`src/rtl/bcd_pkg.sv`:
```
`default_nettype none
// ============================================================================
//  Module      : bcd_pkg
//  Description : Shared BCD definitions for the multi-digit decimal counter.
//                Provides the 4-bit digit type, the legal digit limits and a
//                clamp helper that forces non-decimal codes (A..F) to 9.
//  Revision    : 1.0  initial release
// ============================================================================
package bcd_pkg;

    typedef logic [3:0] bcd_digit_t;

    localparam bcd_digit_t BCD_MAX = 4'd9;
    localparam bcd_digit_t BCD_MIN = 4'd0;

    // Non-decimal nibbles (10..15) are pulled back to the largest legal digit
    // so the counter can never hold an invalid BCD code.
    function automatic bcd_digit_t bcd_clamp(input logic [3:0] value);
        return (value > BCD_MAX) ? BCD_MAX : value;
    endfunction

endpackage : bcd_pkg
`default_nettype wire

```
`src/rtl/bcd_digit.sv`:
```
`default_nettype none
// ============================================================================
//  Module      : bcd_digit
//  Description : One BCD digit register with its next-value logic.
//                The digit steps once when step_in is high, in the direction
//                given by up_dn, rolling 9->0 going up and 0->9 going down.
//                step_out flags that this digit is at its roll-over value
//                while a step is arriving, i.e. the carry/borrow propagates.
//  Ports       : clk, rst    - clock, synchronous active-high reset
//                step_in     - carry (up) or borrow (down) from lower digit
//                up_dn       - 1 = increment, 0 = decrement
//                load        - parallel load strobe (overrides stepping)
//                freeze      - suppress stepping (counter saturated)
//                ld_val      - load value, clamped to 9
//                digit       - registered digit value
//                step_out    - carry/borrow towards the next digit
//  Revision    : 1.0  initial release
// ============================================================================
module bcd_digit
    import bcd_pkg::*;
(
    input  logic       clk,
    input  logic       rst,
    input  logic       step_in,
    input  logic       up_dn,
    input  logic       load,
    input  logic       freeze,
    input  bcd_digit_t ld_val,
    output bcd_digit_t digit,
    output logic       step_out
);

    bcd_digit_t digit_q;
    bcd_digit_t digit_nxt;
    logic       at_limit;

    // Roll-over value depends on direction: 9 counting up, 0 counting down.
    assign at_limit = up_dn ? (digit_q == BCD_MAX) : (digit_q == BCD_MIN);
    assign step_out = step_in & at_limit;

    always_comb begin
        digit_nxt = digit_q;
        if (load) begin
            digit_nxt = bcd_clamp(ld_val);
        end else if (step_in && !freeze) begin
            if (up_dn) begin
                digit_nxt = at_limit ? BCD_MIN : (digit_q + 4'd1);
            end else begin
                digit_nxt = at_limit ? BCD_MAX : (digit_q - 4'd1);
            end
        end
    end

    always_ff @(posedge clk) begin
        if (rst) begin
            digit_q <= BCD_MIN;
        end else begin
            digit_q <= digit_nxt;
        end
    end

    assign digit = digit_q;

endmodule : bcd_digit
`default_nettype wire

```
`src/rtl/bcd_multidigit_counter.sv`:
```
`default_nettype none
// ============================================================================
//  Module      : bcd_multidigit_counter
//  Description : Synchronous NUM_DIGITS-digit BCD up/down counter with
//                parallel load, count enable, wrap or saturate behaviour at
//                the range limits, a one-cycle terminal-count pulse and a
//                sticky overflow/underflow flag. All outputs are registered.
//  Ports       : clk, rst    - clock, synchronous active-high reset
//                en          - count enable, one step per cycle
//                up_dn       - 1 = count up, 0 = count down
//                load        - parallel load strobe (priority over en)
//                load_val    - BCD load value, digit i at [4i+3:4i]
//                cnt_o       - current count, digit 0 least significant
//                tc_o        - one-cycle pulse when the count wraps
//                ovf_o       - sticky flag: a step past a limit was attempted
//  Revision    : 1.0  initial release
// ============================================================================
module bcd_multidigit_counter
    import bcd_pkg::*;
#(
    parameter int NUM_DIGITS = 4,
    parameter int WRAP       = 1
) (
    input  logic                    clk,
    input  logic                    rst,
    input  logic                    en,
    input  logic                    up_dn,
    input  logic                    load,
    input  logic [4*NUM_DIGITS-1:0] load_val,
    output logic [4*NUM_DIGITS-1:0] cnt_o,
    output logic                    tc_o,
    output logic                    ovf_o
);

    localparam bit SATURATE = (WRAP == 0);

    // step[i] is the carry/borrow arriving at digit i; step[0] is the enable
    // itself, step[NUM_DIGITS] means every digit sits at its roll-over value,
    // i.e. this step crosses the counter range limit.
    logic [NUM_DIGITS:0] step;
    logic                limit_step;
    logic                freeze;
    logic                tc_q;
    logic                ovf_q;

    assign step[0]    = en;
    assign limit_step = step[NUM_DIGITS];

    // In saturate mode the whole counter holds when a step would cross the
    // limit; the digits themselves only see a freeze, the chain stays intact.
    assign freeze = SATURATE & limit_step;

    generate
        for (genvar i = 0; i < NUM_DIGITS; i++) begin : g_digit
            bcd_digit u_digit (
                .clk      (clk),
                .rst      (rst),
                .step_in  (step[i]),
                .up_dn    (up_dn),
                .load     (load),
                .freeze   (freeze),
                .ld_val   (load_val[4*i +: 4]),
                .digit    (cnt_o[4*i +: 4]),
                .step_out (step[i+1])
            );
        end
    endgenerate

    always_ff @(posedge clk) begin
        if (rst) begin
            tc_q  <= 1'b0;
            ovf_q <= 1'b0;
        end else if (load) begin
            tc_q  <= 1'b0;
            ovf_q <= 1'b0;
        end else begin
            // limit_step is only ever high while en is high, so an idle cycle
            // naturally drops the pulse back to zero.
            tc_q <= limit_step & ~SATURATE;
            if (limit_step) begin
                ovf_q <= 1'b1;
            end
        end
    end

    assign tc_o  = tc_q;
    assign ovf_o = ovf_q;

endmodule : bcd_multidigit_counter
`default_nettype wire

```
`config.mk`:
```
export PLATFORM = sky130hd
export DESIGN_NAME = bcd_multidigit_counter
export DESIGN_NICKNAME = d
export VERILOG_FILES = /design/src/rtl/bcd_pkg.sv /design/src/rtl/bcd_digit.sv /design/src/rtl/bcd_multidigit_counter.sv
export SDC_FILE = /design/constraint.sdc
export NUM_CORES = 1
export LEC_CHECK = 0
export CAP_MARGIN = 10
export CORE_AREA = 2 2 60 62
export DETAILED_ROUTE_END_ITERATION = 10
export DIE_AREA = 0 0 62 64
export PLACE_DENSITY = 0.84
export SLEW_MARGIN = 0
export SYNTH_ARGS = -nofsm -noshare
export SYNTH_HDL_FRONTEND = slang
export SYNTH_SLANG_ARGS = --single-unit
```
`constraint.sdc`:
```
create_clock -name clk -period 2.3 [get_ports clk]
set_input_delay 0.345 -clock clk [delete_from_list [all_inputs] [get_ports clk]]
set_output_delay 0.345 -clock clk [all_outputs]
set_load 0.01 [all_outputs]
```
==> impl_metrics.py, run 1 <==
metrics = {
    "sta": {
        "slew_headroom_pct": 73.9,
        "worstMarginPinSlew_ps": 381,
        "slew_violations": 0,
        "finalCritPeriodShare_pct": 92.6,
        "setup_viol": 0,
        "skew_ps": 9.02,
        "finalHoldViolCount": 0,
        "tns_ps": 0,
        "min_period_ps": 2130,
        "fmax_mhz": 470,
        "grt_setup_unrepaired": "no",
    },
    "setup_path": {
        "path_class": "reg -> reg",
        "ff2ff_path_depth": 7,
        "reg2reg_to": "g_digit[2].u_digit.digit[1]",
        "rrSetupSlack_ps": 170,
        "crit_required_ps": 2520,
        "critPathArrivalTime_ps": 2350,
        "crit_slowest_cell": "or4b_4",
        "path_cells": "inv_1 -> ha_1 -> or4b_4 -> a21oi_4 -> nand2_4 -> or3_1 -> a311oi_1",
        "cp_top_family": "simple AND/OR/NAND/NOR gates",
        "critical_path_buf_inv_count": 1,
        "crit_fanout": 6,
        "crit_start": "g_digit[0].u_digit.digit[1]",
        "slowest_delay_ps": 490,
        "reg2reg_from": "g_digit[0].u_digit.digit[1]",
        "start_kind": "register",
        "worstSetupEndpointType": "register",
    },
    "drt": {
        "first_pass_iters": 4,
        "ant_nets": 0,
        "via_count": 1682,
        "drtIter0Drc": 181,
        "wl_per_cell_um": 13.0,
        "vias_per_cell": 5.57,
        "drc": 0,
        "routed_wl_um": 3940,
    },
    "min_path": {
        "hp-start": "ovf_o",
        "holdPathStages": 1,
        "hold_class": "reg -> reg",
        "min_to": "ovf_o",
    },
    "grt": {
        "grt_max_degree": 20,
        "grt_overflow": 0,
        "grt_antenna_before_repair": 0,
        "grt_pass1_vias": 1595,
        "grt_pass1_wl_um": 6940,
        "track_usage_pct": 21.9,
    },
    "yosys": {
        "synth_area_per_cell_um2": 7.56,
        "synth_seq_cells": 18,
        "netlist_area_um2": 1590,
        "ys_seq_area_share_pct": 22.7,
        "synth-edff-count": 0,
        "async_flop_share_pct": 0,
        "yosys_warnings": 0,
        "ys.flop_type": "dfxtp_1",
        "yosysUniqueCellTypes": 51,
        "synth_nets": 243,
        "syn_inst": 210,
    },
    "layout": {
        "layout_commonest_cell": "clkdlybuf4s50_1",
        "design_area_um2": 2150,
        "final_nets": 291,
        "final_cell_mix": "38 x clkdlybuf4s50_1, 19 x inv_1, 18 x dfxtp_1, 18 x buf_4, 17 x nand2_1",
        "synthToLayoutAreaGrowth_pct": 35.1,
        "fill_cells": 292,
        "drive_above_1_share_pct": 11.7,
        "antenna_cells": 0,
    },
    "placement": {
        "gp_congestion": 0.875,
        "port-buffer-count": 38,
        "dpl_cell_area_um2": 2110,
        "place_hpwl_um": 3060,
    },
    "clock_tree": {
        "cts_buffers": 3,
        "clk_latency_ps": 300,
        "cts.htree.levels": 1,
        "clk_pin_slew_ps": 110,
        "cts-root-buf": "clkbuf_4",
        "cts_setup_buffers": 0,
        "cts_tree": "done",
        "cts_sinks": 18,
        "cts_buffer_depth": 2,
    },
    "pwr": {
        "p_per_area_nw_per_um2": 422,
        "ir_drop_mv": 0.374,
        "leakage_uw": 0.000856,
    },
    "floorplan": {
        "die_area_um2": 3970,
        "die_y_um": 64,
        "rows": 21,
        "core_area_um2": 3280,
        "start_util_pct": 48.3,
        "die_w_um": 62,
        "num_io_pins": 39,
    },
    "flow_run": {
        "maxCapViolations": 0,
    },
    "run_status": {
        "outcome": "complete, no violations",
    },
}
==> repair_timing <==
item / CTS / global route
hold buffers: 0 / 0
setup endpoints to repair: 0 / 5
gates resized for setup: 0 / 2
==> metal layers <==
metal / vias to the layer above / wire (µm) / GRT usage [%]
li1: 867 / - / -
met1: 758 / 1810 / 30.0
met2: 55 / 1910 / 36.2
met3: 2 / 214 / 3.24
met4: 0 / 5 / 3.19
met5: - / 0 / 0
==> cell families (layout without fill, tap and decap cells) <==
group | Yosys count | count (layout) | synth area share, %
AO/OA/AOI/OAI | 72 | 72 | 32.9
XOR/XNOR | 6 | 6 | 3.31
adder cells (fa/ha/maj) | 12 | 12 | 9.46
buffers and inverters | 33 | 79 | 7.88
flip-flops | 18 | 18 | 22.7
multiplexers | 2 | 2 | 1.26
AND/OR/NAND/NOR | 67 | 67 | 22.5
==> cell usage after synthesis, types with 4 or more instances <==
cell type,instances,area (µm²)
inv_1,19,71.3
nor2_1,15,56.3
nor2b_1,4,25.0
a21oi_1,16,80.1
xor2_1,4,35.0
nand3_1,5,25.0
clkbuf_1,12,45.0
a211oi_1,7,52.6
dfxtp_1,18,360
nand2_1,17,63.8
a21o_1,5,37.5
a311oi_1,6,52.6
nand3b_1,4,30.0
nor3_1,4,20.0
ha_1,12,150
o21ai_0,11,55.1
==> layout make-up <==
| cell class | count | area (µm²) | area share [%] |
|---|---|---|---|
| tap | 46 | 57.6 | 2.68 |
| timing repair buffer | 56 | 515 | 24.0 |
| sequential | 18 | 360 | 16.8 |
| multi-input combinational | 159 | 1110 | 52.0 |
| inverter | 20 | 75.1 | 3.50 |
| clock buffer | 3 | 22.5 | 1.05 |
==> per-stage QoR <==
step	hold WS, ps	utilization, %	instances	worst slack, ps	power [µW]
2_1_floorplan	485	-	210	187	589
3_3_place_gp	443	64.3	299	-67.1	740
3_5_place_dp	442	64.3	299	-133	745
4_1_cts	472	65.0	302	104	910
5_1_grt	515	65.3	302	5.85	970
6_report	467	65.3	302	170	905
==> worst max path at each step <==
stage / depth (start not counted) / slack [ps] / end
detailed placement: 6 / -130 / g_digit[3].u_digit.digit[2]
finish: 7 / 170 / g_digit[2].u_digit.digit[1]
global placement: 6 / -70 / g_digit[3].u_digit.digit[2]
CTS: 7 / 100 / g_digit[3].u_digit.digit[2]
floorplan: 7 / 190 / g_digit[2].u_digit.digit[1]
global route: 7 / 6 / g_digit[2].u_digit.digit[1]
==> registers in the layout (all words and copies together) (netlist names) <==
signal	cells
tc_o	1
ovf_o	1
g_digit.u_digit.digit	16
==> power breakdown <==
group | leakage [µW] | switching, µW | internal (µW)
combinational | 0.000693 | 173 | 196
clock | 0.0000138 | 102 | 61.0
sequential | 0.000149 | 38.5 | 334
(Power assumes the default switching activity.)
==> run 2: changes to the inputs <==
- GPL_ROUTABILITY_DRIVEN: default -> 0
- SKIP_LAST_GASP: default -> 1
- SLEW_MARGIN: 0 -> default
==> results of run 2 <==
No change in the layout: final DEF, timing and power equal those of run 1.
